==> src/rtl/response_hex_formatter_pkg.sv <==
// Shared types and ASCII constants for the response hex formatter.
package resp_fmt_pkg;

    typedef enum logic [2:0] {
        ST_IDLE   = 3'd0,
        ST_HI_NIB = 3'd1,
        ST_LO_NIB = 3'd2,
        ST_SEP    = 3'd3,
        ST_CR     = 3'd4,
        ST_LF     = 3'd5
    } resp_fmt_state_t;

    localparam logic [7:0] ASCII_CR    = 8'h0D;
    localparam logic [7:0] ASCII_LF    = 8'h0A;
    localparam logic [7:0] ASCII_SPACE = 8'h20;
    localparam logic [7:0] ASCII_0     = 8'h30;
    localparam logic [7:0] ASCII_A     = 8'h41;
    localparam logic [7:0] ASCII_A_LC  = 8'h61;

endpackage

==> src/rtl/response_hex_formatter_if.sv <==
// Response bundle in, ASCII byte stream out. tx_data/tx_valid are held until a
// transfer (tx_valid & tx_ready at a clock edge); tx_valid never drops without one.
interface response_hex_formatter_if #(
    parameter int MAX_BYTES = 4
);
    import resp_fmt_pkg::*;

    logic                   response_pending;
    logic [8*MAX_BYTES-1:0] response_bytes;
    logic [3:0]             response_byte_count;
    logic                   response_ack;
    logic [7:0]             tx_data;
    logic                   tx_valid;
    logic                   tx_ready;
    logic                   busy;
    resp_fmt_state_t        dbg_state;

    modport master (
        output response_pending, response_bytes, response_byte_count, tx_ready,
        input  response_ack, tx_data, tx_valid, busy, dbg_state
    );

    modport slave (
        input  response_pending, response_bytes, response_byte_count, tx_ready,
        output response_ack, tx_data, tx_valid, busy, dbg_state
    );

endinterface

==> src/rtl/response_hex_formatter_nibble_to_ascii.sv <==
// Combinational 4-bit nibble to ASCII hex digit.
module nibble_to_ascii
    import resp_fmt_pkg::*;
#(
    parameter bit UPPER_HEX = 1'b1
) (
    input  logic [3:0] nibble_i,
    output logic [7:0] ascii_o
);

    localparam logic [7:0] ALPHA_BASE = UPPER_HEX ? ASCII_A : ASCII_A_LC;

    always_comb begin
        if (nibble_i < 4'd10) begin
            ascii_o = ASCII_0 + {4'h0, nibble_i};
        end else begin
            ascii_o = ALPHA_BASE + {4'h0, nibble_i} - 8'd10;
        end
    end

endmodule

==> src/rtl/response_hex_formatter.sv <==
// Serialises a latched response as "HH HH .. HH\r\n" onto a valid/ready byte stream.
module response_hex_formatter
    import resp_fmt_pkg::*;
#(
    parameter int         MAX_BYTES = 4,
    parameter logic [7:0] SEP_CHAR  = ASCII_SPACE,
    parameter bit         UPPER_HEX = 1'b1
) (
    input logic                     clock,
    input logic                     reset,
    response_hex_formatter_if.slave bus
);

    localparam int IDX_W = (MAX_BYTES > 1) ? $clog2(MAX_BYTES) : 1;
    localparam int CNT_W = $clog2(MAX_BYTES + 1);

    resp_fmt_state_t  state_q, state_d;
    logic [7:0]       buf_q [MAX_BYTES];
    logic [7:0]       buf_d [MAX_BYTES];
    logic [CNT_W-1:0] count_q, count_d;
    logic [IDX_W-1:0] idx_q, idx_d;
    logic             ack_q, ack_d;

    logic             tx_valid;
    logic             tx_fire;
    logic [7:0]       tx_data;
    logic [CNT_W-1:0] clamped_count;
    logic             last_byte;
    logic [3:0]       nibble;
    logic [7:0]       nibble_ascii;

    // Counts above MAX_BYTES are clamped so idx_q can never run past the buffer.
    assign clamped_count = (32'(bus.response_byte_count) > MAX_BYTES)
                           ? CNT_W'(MAX_BYTES) : CNT_W'(bus.response_byte_count);
    assign last_byte     = (CNT_W'(idx_q) + CNT_W'(1)) >= count_q;
    assign tx_valid      = (state_q != ST_IDLE);
    assign tx_fire       = tx_valid && bus.tx_ready;
    assign nibble        = (state_q == ST_HI_NIB) ? buf_q[idx_q][7:4] : buf_q[idx_q][3:0];

    nibble_to_ascii #(.UPPER_HEX(UPPER_HEX)) u_nibble (
        .nibble_i (nibble),
        .ascii_o  (nibble_ascii)
    );

    always_ff @(posedge clock or posedge reset) begin
        if (reset) begin
            state_q <= ST_IDLE;
            count_q <= '0;
            idx_q   <= '0;
            ack_q   <= 1'b0;
            for (int i = 0; i < MAX_BYTES; i++) buf_q[i] <= 8'h00;
        end else begin
            state_q <= state_d;
            count_q <= count_d;
            idx_q   <= idx_d;
            ack_q   <= ack_d;
            buf_q   <= buf_d;
        end
    end

    always_comb begin
        state_d = state_q;
        buf_d   = buf_q;
        count_d = count_q;
        idx_d   = idx_q;
        ack_d   = 1'b0;
        unique case (state_q)
            ST_IDLE: begin
                if (bus.response_pending) begin
                    for (int i = 0; i < MAX_BYTES; i++) buf_d[i] = bus.response_bytes[8*i +: 8];
                    count_d = clamped_count;
                    idx_d   = '0;
                    ack_d   = 1'b1;
                    state_d = (clamped_count != '0) ? ST_HI_NIB : ST_CR;
                end
            end
            ST_HI_NIB: if (tx_fire) state_d = ST_LO_NIB;
            ST_LO_NIB: if (tx_fire) state_d = last_byte ? ST_CR : ST_SEP;
            ST_SEP: begin
                if (tx_fire) begin
                    idx_d   = idx_q + IDX_W'(1);
                    state_d = ST_HI_NIB;
                end
            end
            ST_CR:   if (tx_fire) state_d = ST_LF;
            ST_LF:   if (tx_fire) state_d = ST_IDLE;
            default: state_d = ST_IDLE;
        endcase
    end

    always_comb begin
        tx_data = 8'h00;
        unique case (state_q)
            ST_HI_NIB, ST_LO_NIB: tx_data = nibble_ascii;
            ST_SEP:               tx_data = SEP_CHAR;
            ST_CR:                tx_data = ASCII_CR;
            ST_LF:                tx_data = ASCII_LF;
            default:              tx_data = 8'h00;
        endcase
    end

    assign bus.tx_data      = tx_data;
    assign bus.tx_valid     = tx_valid;
    assign bus.busy         = tx_valid;
    assign bus.response_ack = ack_q;
    assign bus.dbg_state    = state_q;

endmodule

==> src/flat_wrapper.sv <==
// flat-port wrapper written by rule: the top's interface ports become plain ports
module response_hex_formatter_flat import resp_fmt_pkg::*;
#(
    parameter int         MAX_BYTES = 4,
    parameter logic [7:0] SEP_CHAR  = ASCII_SPACE,
    parameter bit         UPPER_HEX = 1'b1
)
  (clock, reset, bus_response_pending, bus_response_bytes, bus_response_byte_count, bus_tx_ready, bus_response_ack, bus_tx_data, bus_tx_valid, bus_busy, bus_dbg_state);
  response_hex_formatter_if #(.MAX_BYTES(MAX_BYTES)) bus_i ();
  input logic clock;
  input logic reset;
  input wire logic [$bits(bus_i.response_pending)-1:0] bus_response_pending;
  input wire logic [$bits(bus_i.response_bytes)-1:0] bus_response_bytes;
  input wire logic [$bits(bus_i.response_byte_count)-1:0] bus_response_byte_count;
  input wire logic [$bits(bus_i.tx_ready)-1:0] bus_tx_ready;
  output wire logic [$bits(bus_i.response_ack)-1:0] bus_response_ack;
  output wire logic [$bits(bus_i.tx_data)-1:0] bus_tx_data;
  output wire logic [$bits(bus_i.tx_valid)-1:0] bus_tx_valid;
  output wire logic [$bits(bus_i.busy)-1:0] bus_busy;
  output wire logic [$bits(bus_i.dbg_state)-1:0] bus_dbg_state;
  assign bus_i.response_pending = bus_response_pending;
  assign bus_i.response_bytes = bus_response_bytes;
  assign bus_i.response_byte_count = bus_response_byte_count;
  assign bus_i.tx_ready = bus_tx_ready;
  assign bus_response_ack = bus_i.response_ack;
  assign bus_tx_data = bus_i.tx_data;
  assign bus_tx_valid = bus_i.tx_valid;
  assign bus_busy = bus_i.busy;
  assign bus_dbg_state = bus_i.dbg_state;
  response_hex_formatter #(.MAX_BYTES(MAX_BYTES), .SEP_CHAR(SEP_CHAR), .UPPER_HEX(UPPER_HEX)) u_core (.clock(clock), .reset(reset), .bus(bus_i));
endmodule
==> config.mk <==
export PLATFORM = sky130hd
export DESIGN_NAME = response_hex_formatter_flat
export DESIGN_NICKNAME = d
export VERILOG_FILES = /design/src/rtl/response_hex_formatter_pkg.sv /design/src/rtl/response_hex_formatter_if.sv /design/src/rtl/response_hex_formatter_nibble_to_ascii.sv /design/src/rtl/response_hex_formatter.sv /design/src/flat_wrapper.sv
export SDC_FILE = /design/constraint.sdc
export NUM_CORES = 1
export LEC_CHECK = 0
export ABC_AREA = 1
export CAP_MARGIN = 20
export CORE_MARGIN = 1.5
export CORE_UTILIZATION = 50
export CTS_BUF_LIST = sky130_fd_sc_hd__clkbuf_8
export DETAILED_ROUTE_END_ITERATION = 10
export GPL_TIMING_DRIVEN = 0
export PLACE_DENSITY = 0.9
export SETUP_SLACK_MARGIN = 0.5
export SLEW_MARGIN = 20
export SYNTH_ARGS = -nofsm -noshare
export SYNTH_HDL_FRONTEND = slang
export SYNTH_HIERARCHICAL = 1
export SYNTH_SLANG_ARGS = --single-unit
==> constraint.sdc <==
create_clock -name clock -period 6.7 [get_ports clock]
set_input_delay 1.34 -clock clock [delete_from_list [all_inputs] [get_ports clock]]
set_output_delay 1.34 -clock clock [all_outputs]
set_load 0.005 [all_outputs]
==> flow_summary.toml <==
[setup_path]
slowest_stage = "clkdlybuf4s50_1"
crit_chain = "inv_1 -> nand3_1 -> o21a_1 -> a21oi_1 -> inv_1 -> ha_1 -> nand3b_1 -> nand2_1 -> nand2_1 -> nand2_1 -> clkdlybuf4s50_1"
critPathTopFamily = "buffers and inverters"
rr_worst_depth = 8
critPathBufInv = 3
cpPeakStageDelay_ns = 0.49
cp_data_required_time_ns = 5.36
r2r_slack_ns = 5.08
crit_type = "register to primary output"
startpoint_type = "register"
worstPathMaxFanout = 10
crit_arrival_ns = 3.00
regToRegStartpoint = "u_core/idx_q[1]"
r2r_end = "u_core/bus.dbg_state[2]"
cp-end-kind = "primary output"
crit_top_cell = "nand2_1"

[sta]
period_share_pct = 64.8
rsz0062_at_grt = "no"
layout_min_cycle_time_ns = 4.34
hold_viol_final = 0
finClkSkew_ns = 0.00369
slew_viol_final = 0
setup_violations = 0
maxSlewHeadroom_pct = 62.4
worst_slew_pin_slew_ns = 0.563
fmax_ghz = 0.230
fin_setup_tns_ns = 0

[pwr]
irDropWorstVdd_mv = 0.191
power_density_nw_per_um2 = 443
totalPowerFinal_w = 0.00132
combPwrFrac_pct = 55.6
p_switching_w = 0.000564
internal_power_w = 0.000756
pwr-share-clk_pct = 12.3
swShare_pct = 42.7
p_seq_share_pct = 32.1
power_leakage_nw = 1.51

[synthesis]
ys_warn_count = 6
yosysTopAreaCell = "dfrtp_1"
synthesis.area_sq_um = 2280
synth_fp_nets = 361
synth_cells = 316
ys_async_sr_fraction_pct = 100
synth_edf_count = 0
yosysTopAreaCellShare_pct = 44.9
ys_seq_elements = 41
ys.flop_type = "dfrtp_1"
synth_cell_types = 26
yosysSeqAreaShare_pct = 44.9
avgSynthCellArea_sq_um = 7.23
synth.area.top_cells = "dfrtp_1 (45%), nand2_1 (19%), inv_1 (4.9%)"

[route]
vias = 2203
drc_errors = 0
wire_per_inst_microns = 12.2
ant_nets = 0
dr.pass1.iters = 4
via_per_inst = 5.14
finalWirelength_microns = 5230
drtIter0Drc = 169

[clock_network]
cts_resized = 0
cts_setup_buffers = 0
insertion_delay_ns = 0.30
cts_buffer_depth = 2
cts_inserted_buffers = 5
cts_root_buffer = "clkbuf_8"
htreeDepth = 2
hold_buffers = 0
cts_tree = "built"
cts.sink_count = 41
clk_pin_slew_ns = 0.08

[die]
initial_core_util_pct = 52.1
num_io_pins = 54
dieArea_sq_um = 4980
rows = 24
core_sq_um = 4380
chipWidth_microns = 70.6
die_y_microns = 70.6

[min_path]
hold_depth = 2
worstHoldEndpoint = "u_core/buf_q[24]"
hp-start = "u_core/buf_q[24]"
hp-class = "register to register"

[layout]
areaGrowthSynthToFinish_pct = 30.5
final_common_cell = "nand2_1"
fin_nets = 421
layout_common_cells = "nand2_1 (118), clkdlybuf4s50_1 (52), dfrtp_1 (41), inv_1 (29), nor2_1 (28)"
antenna_cells = 0
drive_gt1_share_pct = 8.49
finalNonFillerCells = 429
fin_util_pct = 68.0

[global_route]
grt_first_pass_wirelength_microns = 9040
antenna_found_initial = 0
grt_usage_pct = 22.4
grt_pass1_vias = 2163
gr-total-overflow = 0
grt_max_degree = 27

[flow_run]
cap_violations = 0

[place]
portBuffers = 52
hpwl_microns = 4040
dp_cells = 421
gp_congestion = 0.919

[outcome]
status = "completed"
[power groups by stage]
stage / registers [W] / logic, W / clock network (W)
after floorplan: 0.000408 / 0.000490 / 0
after CTS: 0.000422 / 0.000735 / 0.000165
final: 0.000424 / 0.000734 / 0.000163
after global routing: 0.000435 / 0.000834 / 0.000177
after global placement: 0.000422 / 0.000701 / 0
after detailed placement: 0.000426 / 0.000731 / 0
[registers in the layout, summed over array words and instances, names as in the netlist]
register and count:
u_core/idx_q 2, u_core/buf_q 32, u_core/bus.response_ack 1, u_core/bus.dbg_state 3, u_core/count_q 3
[worst max-delay path by stage]
stage | from | endpoint | slack (ns) | depth (start not counted)
global route | u_core/bus.dbg_state[2] | bus_tx_data[6] | 2.16 | 12
detailed placement | u_core/bus.dbg_state[2] | bus_tx_data[1] | 2.73 | 11
global placement | u_core/bus.dbg_state[2] | bus_tx_data[1] | 2.77 | 11
finish | u_core/bus.dbg_state[1] | bus_tx_data[1] | 2.36 | 11
floorplan | u_core/idx_q[0] | bus_tx_data[1] | 3.47 | 13
CTS | u_core/bus.dbg_state[2] | bus_tx_data[1] | 2.37 | 11
[per-layer routing]
layer  part of all wire, %  track usage, %
met3                   5.5            3.42
met4                   1.9            8.39
met5                     0               0
met1                    43            28.6
met2                    49            38.8
[kinds of logic (layout without fill, tap and decap cells)]
| family | after synthesis | after routing | synth area share, % |
|---|---|---|---|
| AOI/OAI and AO/OA | 53 | 53 | 12.3 |
| adders and majority gates | 5 | 5 | 2.74 |
| buffers and inverters | 46 | 107 | 9.70 |
| DFF | 41 | 41 | 44.9 |
| other | 1 | 1 | 0.164 |
| and+or+nand+nor | 170 | 170 | 30.1 |
[Yosys cell counts, drive strengths merged, types with 2 or more instances]
library cell	instances
nand3	14
inv	34
buf	11
o21ai	34
o21a	4
ha	5
nand4	2
dfrtp	41
nor2	31
a21oi	14
nand2	120
[through the flow]
stage	hold slack (ns)	instance area (sq um)	setup slack, ns
after detailed placement	0.457	2890	2.73
after CTS	0.476	2980	2.37
after global routing	0.520	2980	2.16
after floorplan	0.437	2280	3.47
after global placement	0.451	2870	2.77
final	0.473	2980	2.36
[layout make-up]
type	instances	area, sq um
timing repair buffer	53	541
clock inverter	3	21.3
multi-input combinational	229	1040
buffer	12	88.8
sequential	41	1030
inverter	34	133
fill	382	1410
clock buffer	5	68.8
tap	52	65.1
[tightest hold or removal path, stage by stage, from the launching register on]
cell and delay, ns:
dfrtp_1 0.34, nand2_1 0.05, nand2_1 0.05
Power figures use the tool's default switching activity.
